### src/rtl/btb_assoc_if.sv
// btb_assoc_if: fetch-lookup and execute-update bundle for the set-associative BTB.
interface btb_assoc_if;
  logic [31:0] pc_f;
  logic        hit_f;
  logic        pred_taken_f;
  logic [31:0] pred_target_f;
  logic        upd_valid_e;
  logic [31:0] pc_e;
  logic        taken_e;
  logic [31:0] target_e;
  logic        pred_taken_e;
  logic [31:0] pred_target_e;
  logic        mispredict_e;
  logic [31:0] perf_branches;
  logic [31:0] perf_mispredicts;
  modport master (
    output pc_f, upd_valid_e, pc_e, taken_e, target_e, pred_taken_e, pred_target_e,
    input  hit_f, pred_taken_f, pred_target_f, mispredict_e, perf_branches, perf_mispredicts
  );
  modport slave (
    input  pc_f, upd_valid_e, pc_e, taken_e, target_e, pred_taken_e, pred_target_e,
    output hit_f, pred_taken_f, pred_target_f, mispredict_e, perf_branches, perf_mispredicts
  );
endinterface

### src/rtl/btb_assoc.sv
// btb_assoc: 2-way set-associative BTB with saturating counters, LRU and perf counters.
// Optional BTB_GSHARE_EN: direction from a GHR-xor-PC indexed pattern table instead of per-entry counters.
module btb_assoc #(
  parameter int SET_BITS = 4,
  parameter int TAG_BITS = 26,
  parameter int CTR_W    = 2
) (
  input logic       clk,
  input logic       rst,
  btb_assoc_if.slave bus
);
  localparam int SETS = 1 << SET_BITS;
  localparam logic [CTR_W-1:0] CMAX  = '1;
  localparam logic [CTR_W-1:0] CWEAK = CMAX ^ (CMAX >> 1);
  logic [SETS-1:0]     valid [2];
  logic [SETS-1:0]     lru;
  logic [TAG_BITS-1:0] tag   [2][SETS];
  logic [31:0]         tgt   [2][SETS];
  logic [CTR_W-1:0]    ctr   [2][SETS];
  logic [31:0]         perf_b, perf_m;
  logic [SET_BITS-1:0] idx_f, idx_e;
  logic [TAG_BITS-1:0] tag_f, tag_e;
  logic                hit0_f, hit1_f, way_f, dir_f;
  logic                hit0_e, hit1_e, hit_e, way_e, victim, mp;
  logic                unused_bits;
  function automatic logic [CTR_W-1:0] bump(input logic [CTR_W-1:0] c, input logic up);
    return up ? (c == CMAX ? c : c + CTR_W'(1)) : (c == '0 ? c : c - CTR_W'(1));
  endfunction
  always_comb begin
    idx_f  = bus.pc_f[SET_BITS+1:2];
    tag_f  = bus.pc_f[SET_BITS+2 +: TAG_BITS];
    idx_e  = bus.pc_e[SET_BITS+1:2];
    tag_e  = bus.pc_e[SET_BITS+2 +: TAG_BITS];
    hit0_f = valid[0][idx_f] && tag[0][idx_f] == tag_f;
    hit1_f = valid[1][idx_f] && tag[1][idx_f] == tag_f;
    way_f  = !hit0_f;
    hit0_e = valid[0][idx_e] && tag[0][idx_e] == tag_e;
    hit1_e = valid[1][idx_e] && tag[1][idx_e] == tag_e;
    hit_e  = hit0_e | hit1_e;
    way_e  = !hit0_e;
    // Fill invalid ways first (way 0 preferred) before evicting the LRU way.
    victim = !valid[0][idx_e] ? 1'b0 : !valid[1][idx_e] ? 1'b1 : lru[idx_e];
    mp     = bus.upd_valid_e & ((bus.pred_taken_e != bus.taken_e) |
             (bus.taken_e & (bus.pred_target_e != bus.target_e)));
  end
  assign unused_bits          = ^{bus.pc_f[1:0], bus.pc_e[1:0]};
  assign bus.hit_f            = hit0_f | hit1_f;
  assign bus.pred_taken_f     = bus.hit_f & dir_f;
  assign bus.pred_target_f    = bus.pred_taken_f ? tgt[way_f][idx_f] : bus.pc_f + 32'd4;
  assign bus.mispredict_e     = mp;
  assign bus.perf_branches    = perf_b;
  assign bus.perf_mispredicts = perf_m;
  always_ff @(posedge clk)
    if (!rst) begin
      for (int w = 0; w < 2; w++) begin
        valid[w] <= '0;
        for (int s = 0; s < SETS; s++) ctr[w][s] <= '0;
      end
      lru    <= '0;
      perf_b <= '0;
      perf_m <= '0;
    end else if (bus.upd_valid_e) begin
      perf_b <= perf_b + 32'd1;
      perf_m <= perf_m + (mp ? 32'd1 : 32'd0);
      if (hit_e) begin
        ctr[way_e][idx_e] <= bump(ctr[way_e][idx_e], bus.taken_e);
        if (bus.taken_e) tgt[way_e][idx_e] <= bus.target_e;
        lru[idx_e] <= !way_e;
      end else if (bus.taken_e) begin
        valid[victim][idx_e] <= 1'b1;
        tag[victim][idx_e]   <= tag_e;
        tgt[victim][idx_e]   <= bus.target_e;
        ctr[victim][idx_e]   <= CWEAK;
        lru[idx_e]           <= !victim;
      end
    end
`ifdef BTB_GSHARE_EN
  logic [SET_BITS-1:0] ghr;
  logic [CTR_W-1:0]    pht [SETS];
  assign dir_f = pht[idx_f ^ ghr][CTR_W-1];
  always_ff @(posedge clk)
    if (!rst) begin
      ghr <= '0;
      for (int s = 0; s < SETS; s++) pht[s] <= '0;
    end else if (bus.upd_valid_e) begin
      pht[idx_e ^ ghr] <= bump(pht[idx_e ^ ghr], bus.taken_e);
      ghr <= SET_BITS'({ghr, bus.taken_e});
    end
`else
  assign dir_f = ctr[way_f][idx_f][CTR_W-1];
`endif
endmodule

### src/flat_wrapper.sv
// flat-port wrapper written by rule: the top's interface ports become plain ports
module btb_assoc_flat 
#(
  parameter int SET_BITS = 4,
  parameter int TAG_BITS = 26,
  parameter int CTR_W    = 2
)
  (clk, rst, bus_pc_f, bus_upd_valid_e, bus_pc_e, bus_taken_e, bus_target_e, bus_pred_taken_e, bus_pred_target_e, bus_hit_f, bus_pred_taken_f, bus_pred_target_f, bus_mispredict_e, bus_perf_branches, bus_perf_mispredicts);
  btb_assoc_if bus_i ();
  input logic clk;
  input logic rst;
  input wire logic [$bits(bus_i.pc_f)-1:0] bus_pc_f;
  input wire logic [$bits(bus_i.upd_valid_e)-1:0] bus_upd_valid_e;
  input wire logic [$bits(bus_i.pc_e)-1:0] bus_pc_e;
  input wire logic [$bits(bus_i.taken_e)-1:0] bus_taken_e;
  input wire logic [$bits(bus_i.target_e)-1:0] bus_target_e;
  input wire logic [$bits(bus_i.pred_taken_e)-1:0] bus_pred_taken_e;
  input wire logic [$bits(bus_i.pred_target_e)-1:0] bus_pred_target_e;
  output wire logic [$bits(bus_i.hit_f)-1:0] bus_hit_f;
  output wire logic [$bits(bus_i.pred_taken_f)-1:0] bus_pred_taken_f;
  output wire logic [$bits(bus_i.pred_target_f)-1:0] bus_pred_target_f;
  output wire logic [$bits(bus_i.mispredict_e)-1:0] bus_mispredict_e;
  output wire logic [$bits(bus_i.perf_branches)-1:0] bus_perf_branches;
  output wire logic [$bits(bus_i.perf_mispredicts)-1:0] bus_perf_mispredicts;
  assign bus_i.pc_f = bus_pc_f;
  assign bus_i.upd_valid_e = bus_upd_valid_e;
  assign bus_i.pc_e = bus_pc_e;
  assign bus_i.taken_e = bus_taken_e;
  assign bus_i.target_e = bus_target_e;
  assign bus_i.pred_taken_e = bus_pred_taken_e;
  assign bus_i.pred_target_e = bus_pred_target_e;
  assign bus_hit_f = bus_i.hit_f;
  assign bus_pred_taken_f = bus_i.pred_taken_f;
  assign bus_pred_target_f = bus_i.pred_target_f;
  assign bus_mispredict_e = bus_i.mispredict_e;
  assign bus_perf_branches = bus_i.perf_branches;
  assign bus_perf_mispredicts = bus_i.perf_mispredicts;
  btb_assoc #(.SET_BITS(SET_BITS), .TAG_BITS(TAG_BITS), .CTR_W(CTR_W)) u_core (.clk(clk), .rst(rst), .bus(bus_i));
endmodule
### config.mk
export PLATFORM = sky130hd
export DESIGN_NAME = btb_assoc_flat
export DESIGN_NICKNAME = d
export VERILOG_FILES = /design/src/rtl/btb_assoc_if.sv /design/src/rtl/btb_assoc.sv /design/src/flat_wrapper.sv
export SDC_FILE = /design/constraint.sdc
export NUM_CORES = 2
export LEC_CHECK = 0
export CAP_MARGIN = 20
export CORE_MARGIN = 8
export CORE_UTILIZATION = 60
export DETAILED_ROUTE_END_ITERATION = 8
export PLACE_DENSITY = 0.78
export SYNTH_ARGS = -nofsm -noshare
export SYNTH_HDL_FRONTEND = slang
export SYNTH_SLANG_ARGS = --single-unit
### constraint.sdc
create_clock -name clk -period 15.1 [get_ports clk]
set_input_delay 1.51 -clock clk [delete_from_list [all_inputs] [get_ports clk]]
set_output_delay 1.51 -clock clk [all_outputs]
set_load 0.05 [all_outputs]
==> impl_metrics.tcl <==
set metrics [dict create \
    final_common_cell "edfxtp_1" \
    clk_pin_slew_ns 0.06 \
    wl_met3_microns 33700 \
    rows 141 \
    cp_data_arrival_time_ns 9.94 \
    grt_pass1_vias 51700 \
    finalInstanceArea_sq_um 101000 \
    nNetsFinal 5238 \
    cts_hold_buf 0 \
    cts-resized-gates 0 \
    hpwl_microns 148000 \
    rsz0062_at_grt "no" \
    syn_inst 4809 \
    dp_cells 6821 \
    place_area_sq_um 93700 \
    dr_wl_met2_microns 124000 \
    critPathRequiredTime_ns 13.59 \
    mostFrequentLayoutCells "edfxtp_1 (1920), mux4_2 (685), nand2_1 (237), mux2i_1 (230), clkdlybuf4s50_1 (220)" \
    min_period_ns 11.45 \
    clock.fmax_ghz 0.0874 \
    grt_pass1_wl_microns 367000 \
    yosysSeqAreaShare 0.676 \
    start_util 0.602 \
    syn_avg_cell_area_sq_um 18.4 \
    synth.largest_area_cell "edfxtp_1" \
    hold_violations 0 \
    p_per_area_nw_per_um2 121 \
    synth_edf_count 1920 \
    setup.worst_path.end_class "output port" \
    path_max_fanout 60 \
    drive_above_1_share 0.248 \
    synth-main-ff-cell "edfxtp_1" \
    met1_length_microns 87200 \
    grt_overflow 0 \
    synth_fp_nets 4946 \
    syn_to_final_growth_pct 13.6 \
    vias 52100 \
    grt_usage 0.316 \
    fp.dieW_microns 400 \
    drv_cap 0 \
    peakVddDrop_v 0.000115 \
    drt-total-wl_microns 262000 \
    worstSetupPathType "primary input to output port" \
    grt_max_degree 114 \
    slew_viol_final 0 \
    ys_top_cells_by_area "edfxtp_1 (65%), mux4_2 (17%), mux2i_1 (2.6%)" \
    die_y_microns 400 \
    tightest_slew_ns 1.19 \
    dr.pass1.iters 8 \
    post-route-drc-count 0 \
    drtIter0Drc 7887 \
    p_leak_nw 32.7 \
    io_buffers 229 \
    relSlewSlack 0.208 \
    cts_max_level 4 \
    hold_class "register to register" \
    post_cts.repair.setup_buffers 0 \
    pin_count 232 \
    synth_cell_type_count 83 \
    finalNonFillerCells 7197 \
    status "completed" \
    start_kind "primary input" \
    clock-root-buffer "clkbuf_16" \
    antenna_found_initial 8 \
    cts_buffer_depth 3 \
    synth-seq-cells 2032 \
    cts-buffers-inserted 195 \
    gp_congestion 0.956 \
    cts.sinks 2032 \
    setup_violations 0 \
    yosysTopAreaCellShare 0.650 \
    period_share 0.758 \
    clk_latency_ns 0.84 \
    dieArea_sq_um 160000 \
    skew_ns 0.0370 \
    netlist_area_sq_um 88700 \
    yosys_warnings 0 \
    cts_tree "yes" \
    finalSetupTns_ns 0 \
    ant_nets 0 \
    async_flop_share 0 \
    highest_layer "met5" \
    wl_per_cell_microns 36.4 \
    avgViaCountPerCell 7.24 \
    core_sq_um 147000 \
]
state kept, by name, indices dropped and copies added, names as in the netlist:
name	cells
u_core.tgt	1024
u_core.bus.perf_branches	32
u_core.ctr	64
u_core.tag	832
u_core.lru	16
u_core.valid	32
u_core.bus.perf_mispredicts	32
metal layers:
layer | vias to the layer above | track usage
met5 | - | 0
met4 | 6 | 0.177
met3 | 870 | 0.0791
met2 | 4355 | 0.496
met1 | 26500 | 0.408
li1 | 20400 | -
layout make-up:
type                            instances  area [sq um]
Timing Repair Buffer                  409          3950
Sequential cell                      2032         59900
Inverter                               58           223
Multi-Input combinational cell       2405         27500
Tap cell                             1930          2410
Clock buffer                          232          5210
Antenna cell                            3          7.51
Fill cell                            9068         46600
Clock inverter                        128          1490
cell usage after synthesis (all sizes together), types with 14 or more instances:
| cell type | count |
|---|---|
| or4 | 15 |
| a22oi | 29 |
| or2 | 14 |
| inv | 56 |
| nand2 | 238 |
| and2 | 71 |
| o21ai | 57 |
| nand4 | 37 |
| o31ai | 14 |
| nor4 | 24 |
| a21boi | 15 |
| nor2 | 166 |
| nand3 | 76 |
| o22ai | 62 |
| dfxtp | 112 |
| clkbuf | 161 |
| buf | 153 |
| mux2i | 230 |
| xnor2 | 159 |
| a31oi | 31 |
| a21o | 37 |
| mux2 | 31 |
| a2111oi | 16 |
| and3 | 40 |
| nor2b | 16 |
| xor2 | 42 |
| nor3 | 48 |
| a211oi | 49 |
| nand2b | 24 |
| edfxtp | 1920 |
| a21oi | 44 |
| a22o | 21 |
| or3 | 14 |
| mux4 | 685 |
path summary, 6_finish.rpt:
| path | endpoint | slack, ns | cells after the start | startpoint |
|---|---|---|---|---|
| worst min-delay path | u_core.lru[12] | 0.46 | 2 | u_core.lru[12] |
| worst max-delay path | bus_pred_target_f[14] | 3.65 | 18 | bus_pc_f[2] |
| worst min register to register | u_core.lru[12] | 0.46 | 2 | u_core.lru[12] |
| worst max register to register | u_core.ctr[1][13] | 9.11 | 12 | u_core.tag[0][269] |
worst max-delay path, cell delays in order:
cell and delay (ns):
buf_8 0.42, buf_4 0.73, buf_4 0.75, buf_4 0.79, mux4_2 0.40, mux2i_1 0.13
nand2_1 0.12, o221ai_1 0.15, a2111oi_0 0.70, a21oi_1 0.11, nor4_1 0.31, a41o_1 0.43
o2111ai_1 0.24, nor4_4 0.55, nand2_2 0.49, buf_4 0.43, mux2i_1 0.57, clkdlybuf4s50_1 0.93
logic make-up after synthesis:
kind of cell             count (synthesis)  share of synthesized area
flip-flops                            2032                      0.676
multiplexers                           946                      0.204
AND/OR/NAND/NOR                        801                     0.0449
AO/OA/AOI/OAI                          452                     0.0360
buffers and inverters                  372                     0.0190
XOR/XNOR                               201                     0.0199
adder cells (fa/ha/maj)                  5                   0.000677
stage by stage:
step	util	total power, mW	worst slack [ns]	hold slack [ns]
2_1_floorplan	-	6.78	7.09	0.431
3_3_place_gp	0.636	7.11	3.83	0.444
3_5_place_dp	0.636	7.13	3.80	0.450
4_1_cts	0.681	12.1	3.80	0.459
5_1_grt	0.684	12.4	3.25	0.479
6_report	0.684	12.2	3.65	0.460
report_power, final:
group / internal [mW] / leakage [nW] / switching [mW]
combinational: 0.319 / 11.1 / 0.519
sequential: 6.19 / 18.2 / 0.0123
clock: 2.99 / 3.28 / 2.12
total: 9.50 / 32.7 / 2.66
(Power assumes the default switching activity.)
